<file path="src/rtl/cfg_chain_loader.sv">
// cfg_chain_loader: serialises config words LSB first onto a PE config scan chain after a chain clear.
module cfg_chain_loader #(
  parameter int WORD_W     = 32,
  parameter int CHAIN_LEN  = 64,
  parameter int CNT_W      = 16,
  parameter int CLR_CYCLES = 2
) (
  input  logic              clk,
  input  logic              reset,
  input  logic              start,
  input  logic              abort,
  input  logic [WORD_W-1:0] in_data,
  input  logic              in_valid,
  output logic              in_ready,
  output logic              cfg_out,
  output logic              cfg_shift,
  output logic              cfg_reset_o,
  output logic              busy,
  output logic              done,
  output logic [CNT_W-1:0]  bits_sent
);
  typedef enum logic [2:0] {IDLE, CLEAR, LOAD, SHIFT, FIN} state_t;
  state_t             state_q;
  logic [WORD_W-1:0]  shreg_q;
  logic [CNT_W-1:0]   bits_q, wbit_q, clr_q;
  always_ff @(posedge clk) begin
    if (reset) begin
      state_q <= IDLE;
      shreg_q <= '0;
      bits_q  <= '0;
      wbit_q  <= '0;
      clr_q   <= '0;
    end else if (abort) begin
      state_q <= IDLE;
    end else begin
      case (state_q)
        IDLE: if (start) begin
          state_q <= CLEAR;
          bits_q  <= '0;
          clr_q   <= '0;
        end
        CLEAR: if (clr_q == CNT_W'(CLR_CYCLES - 1)) state_q <= LOAD;
               else clr_q <= clr_q + 1'b1;
        LOAD: if (in_valid) begin
          shreg_q <= in_data;
          wbit_q  <= '0;
          state_q <= SHIFT;
        end
        SHIFT: begin
          shreg_q <= shreg_q >> 1;
          wbit_q  <= wbit_q + 1'b1;
          bits_q  <= bits_q + 1'b1;
          // chain end wins over word end, dropping any unused tail of the last word
          state_q <= (bits_q == CNT_W'(CHAIN_LEN - 1)) ? FIN :
                     (wbit_q == CNT_W'(WORD_W - 1))    ? LOAD : SHIFT;
        end
        FIN: state_q <= IDLE;
        default: state_q <= IDLE;
      endcase
    end
  end
  assign in_ready    = (state_q == LOAD) && !abort && !reset;
  assign cfg_shift   = state_q == SHIFT;
  assign cfg_out     = (state_q == SHIFT) && shreg_q[0];
  assign cfg_reset_o = state_q == CLEAR;
  assign busy        = state_q != IDLE;
  assign done        = state_q == FIN;
  assign bits_sent   = bits_q;
endmodule

</file>
<file path="config.mk">
export PLATFORM = sky130hd
export DESIGN_NAME = cfg_chain_loader
export DESIGN_NICKNAME = d
export VERILOG_FILES = /design/src/rtl/cfg_chain_loader.sv
export SDC_FILE = /design/constraint.sdc
export NUM_CORES = 1
export LEC_CHECK = 0
export ABC_AREA = 1
export ABC_CLOCK_PERIOD_IN_PS = 2900
export BUFFER_PORTS_ARGS = -buffer_cell sky130_fd_sc_hd__buf_2
export CAP_MARGIN = 20
export CORE_UTILIZATION = 45
export CTS_CLUSTER_SIZE = 14
export DETAILED_ROUTE_END_ITERATION = 7
export GPL_TIMING_DRIVEN = 0
export PLACE_DENSITY = 0.63
export SKIP_LAST_GASP = 1
export SLEW_MARGIN = 20
export SYNTH_ARGS = -nofsm -noshare
export SYNTH_HDL_FRONTEND = slang
export SYNTH_SLANG_ARGS = --single-unit
</file>
<file path="constraint.sdc">
create_clock -name clk -period 2.9 [get_ports clk]
set_input_delay 0.58 -clock clk [delete_from_list [all_inputs] [get_ports clk]]
set_output_delay 0.58 -clock clk [all_outputs]
set_load 0.01 [all_outputs]
</file>
== Word level (Yosys, flattened, before mapping) ==
Cells that the tools add are included.
Word-level totals
  output and inout bits: 22
  bits in registers: 83
  word-level logic and storage cells: 49
  input bits: 37
Cells by class
  add/sub/neg operators: 3
  eq/ne operators: 11
  multiplexer cells: 14
  reduce and logical (&&, ||, !) cells: 15
  bitwise gates (word level): 1
Operators with widths (count)
  one-hot mux 16 bit (2 select lines): 3
  one-hot mux 32 bit (2 select lines): 1
  adder 16 x 1 -> 16 bit (second input constant): 3
  2-to-1 mux 16 bit: 3
  2-to-1 mux 32 bit: 1
  equality test 16 x 1 -> 1 bit (second input constant): 1
  equality test 16 x 5 -> 1 bit (second input constant): 1
  equality test 16 x 6 -> 1 bit (second input constant): 1
  2-to-1 mux 3 bit: 4
  one-hot mux 3 bit (4 select lines): 1
  AND reduction 3 bit: 3
  equality test 3 x 2 -> 1 bit (second input constant): 2
  inequality test 2 bit (second input constant): 3
  nonzero test 2 bit: 3
  AND reduction 4 bit: 1
  equality test 3 x 1 -> 1 bit (second input constant): 1
  equality test 3 bit (second input constant): 1
  logical AND 1 bit: 3
  logical NOT 3 bit: 1
  nonzero test 3 bit: 1
  logical NOT 1 bit: 2
  inequality test 2 x 1 -> 1 bit (second input constant): 1
  OR reduction 2 bit: 1
  2-to-1 mux 1 bit: 1
  inverter 1 bit: 1

== Longest topological paths before layout ==
  depth after elaboration: 4
  gate-level depth with buffers: 12
  depth with buffers taken out: 11

== Worst setup path after synthesis ==
Ideal clock, no wire load.
  path kind: input -> output
  start point: in reset
  end point: out in_ready
  data required time: 2.320 ns
  buffers on the path: 2
  setup slack: 0.941 ns
  arrival: 1.379 ns
  stages: 5
  cells stage by stage: buf_2 > inv_1 > clkbuf_1 > nand2_1 > nor2_1
Between the ends
  word-level cells in the longest chain between the ends: 2
RTL lines
  from (decl): line 9  | input logic reset,
  logical NOT 1 bit: line 62  | assign in_ready = (state_q == LOAD) && !abort && !reset;
  logical AND 1 bit: line 62
  to (decl): line 14  | output logic in_ready,
Every way passes these cells.

== Worst setup path after layout ==
  start point: reg state_q[1]
  end point: out cfg_out
Between the ends
  word-level cells in the longest chain between the ends: 2
RTL lines
  from (decl): line 23  | state_t state_q;
  from (signal assigned): line 54  | state_q <= (bits_q == CNT_W'(CHAIN_LEN - 1)) ? FIN :
  equality test 3 x 2 -> 1 bit: line 64  | assign cfg_out = (state_q == SHIFT) && shreg_q[0];
  logical AND 1 bit: line 64
  to (decl): line 15  | output logic cfg_out,
Every way passes these cells.

==> results.yml <==
sta:
  timing.hold.ws_ps: 479
  drv_slew: 0
  clock_skew_ps: 12.0
  post-route-period-util_pct: 87.7
  fin_crit_ps: 2540
  tightest_slew_ps: 475
  max_freq_mhz: 393
  setup_viol: 0
  fin_tns_setup_ps: 0
  max-slew-margin-rel_pct: 68.3
  hold_viol: 0
  rsz0062_at_grt: "no"
synthesis:
  netlist_top_cells_area: "dfxtp_1, nand2_1, nor2_1"
  synth_compound_area_share_pct: 15.0
  synth_fa_ha_area_share_pct: 1.18
  synth_top_family_by_area: "simple AND/OR/NAND/NOR gates"
  synth_simple_gate_area_share_pct: 35.1
  synthMuxAreaShare_pct: 0
  synth_xor_area_share_pct: 0.412
  yosysWarnings: 0
  ys_seq_elements: 83
  synth_top_area_share_pct: 39.0
  syn-num-nets: 683
  netlist_area_um2: 4260
  synth_top_area_cell: "dfxtp_1"
  synth_cell_type_count: 36
  yosysSeqAreaShare_pct: 39.0
  avgSynthCellArea_um2: 6.63
  netlist_instances: 642
placement:
  dp_hpwl_mm: 7.44
  gp_congestion: 0.845
  io_buffers: 57
floorplanning:
  io_pins: 59
  die_x_um: 99.3
  die-area_um2: 9850
  start_util_pct: 46.3
  fp-row-count: 35
  core-area_um2: 9200
  die_height_um: 99.3
global_routing:
  grt-ovfl-total: 0
  grt_first_pass_wirelength_mm: 16.9
  first_global_vias: 3752
  grt_usage_pct: 21.2
  grt_max_degree: 13
  antenna_found_initial: 0
power:
  vdd_drop_max_mv: 0.252
  p_per_area_nw_per_um2: 420
  p_leak_uw: 0.00205
clock_tree:
  cts_tree: "yes"
  post_cts_buffers: 0
  post_cts_resized: 0
  cts_sinks: 83
  clk_pin_slew_ps: 80
  h-tree-depth: 3
  clock_path_buffers: 2
  hold_buffers: 0
  clk_latency_ps: 350
  root_buffer: "clkbuf_8"
  cts_buffers: 9
drt:
  via_per_inst: 5.11
  drc: 0
  ant_nets: 0
  vias: 4207
  wirelength_mm: 10.1
  wire_per_inst_um: 12.3
  drt_iter0_drc: 154
  dr.pass1.iters: 5
cells_and_area:
  multi_input_area_um2: 2200
  antennaDiodeCount: 0
  drive_gt1_share_pct: 15.0
  fill_cells: 956
  final_cell_mix: "nand2_1, nor2_1, dfxtp_1"
  final_common_cell: "nand2_1"
  syn2layout_area_growth_pct: 13.6
  nNetsFinal: 751
  final_util_pct: 52.6
  register_area_um2: 1660
hold_path:
  hold_class: "reg2reg"
  min_from: "shreg_q[28]$_SDFFE_PP0P_"
setup_path:
  startpoint: "state_q[1]$_SDFFE_PP0P_"
  endpoint_kind: "output pin"
  arrival_ps: 1960
  crit-reg2reg-launch: "clr_q[0]$_SDFFE_PP0P_"
  worstSetupStartpointType: "flip-flop"
  required_ps: 2320
  crit_type: "reg2out"
  crit_path_max_fanout: 10
outcome:
  status: "finished, final reports clean"
job:
  cap_violations: 0
-- per-layer routing --
metal | GRT usage (%) | up-vias | part of all wire (%)
li1 | - | 2220 | -
met1 | 28.5 | 1911 | 48
met2 | 34.5 | 70 | 47
met3 | 3.09 | 6 | 3.7
met4 | 7.69 | 0 | 0.78
met5 | 0 | - | 0
-- cell usage after synthesis --
cell type    n
o21ai_0     46
nor3_1      15
buf_4        2
a211oi_1     1
nand3_1     38
buf_2        9
nand3b_1     2
or2_1        2
nor3_4       1
inv_4        1
nor2_4       2
clkbuf_2     1
buf_1        1
dfxtp_1     83
clkbuf_1     6
nand3_2      2
inv_2        2
nand2_4      2
a21oi_1     33
buf_6        6
o21ai_2      1
xor2_1       2
nor2_1      91
nor3_2       1
nand2_2      4
nand2_1    176
o21ai_1      2
clkinv_1     1
o21a_1       1
ha_1         4
nor3b_1      1
o211a_1      1
inv_1       58
a31oi_1     32
nor2_2       3
nand4_1      9
-- kinds of logic after synthesis --
kind of cell	after synthesis
simple gates	349
flops	83
compound gates	117
buf+inv	87
fa+ha+maj	4
xor+xnor	2
-- critical path: stages (launching register included) --
cell and delay [ps]:
dfxtp_1 520, nand2_4 110, nor2_2 360, inv_2 160
buf_2 230, nor2_1 100, buf_2 130
-- state kept, by name, summed over array words and instances, names as in the netlist --
signal / cells
state_q: 3
wbit_q: 16
clr_q: 16
bits_sent: 16
shreg_q: 32
-- per-stage QoR --
step | power, µW | area [µm²] | instances | worst slack [ps]
6_report | 2030 | 4840 | 823 | 355
5_1_grt | 2130 | 4840 | 823 | 212
4_1_cts | 2060 | 4840 | 823 | 306
3_5_place_dp | 1340 | 4680 | 810 | 529
3_3_place_gp | 1330 | 4680 | 810 | 496
2_1_floorplan | 1280 | 4260 | 642 | 941
-- where the power goes --
| group | internal, µW | leakage, µW | total [µW] | switching, µW |
|---|---|---|---|---|
| Clock | 318 | 0.0000799 | 724 | 406 |
| Sequential | 1150 | 0.000669 | 1160 | 8.06 |
| Combinational | 57.1 | 0.00130 | 151 | 93.8 |
| Total | 1520 | 0.00205 | 2030 | 508 |
-- area by class of cell --
type	instances	area share [%]
Clock inverter	3	0.362
Multi-Input combinational cell	472	45.5
Tap cell	111	2.87
Buffer	25	3.29
Inverter	62	4.86
Clock buffer	10	2.85
Sequential cell	83	34.4
Timing Repair Buffer	57	5.90
-- worst paths after layout --
check	endpoint	slack, ps	cells after the start
max	cfg_out	360	6
min	shreg_q[27]$_SDFFE_PP0P_	480	2
max reg2reg	clr_q[15]$_SDFFE_PP0P_	1080	7
min reg2reg	shreg_q[27]$_SDFFE_PP0P_	480	2
Power figures use the tool's default switching activity.
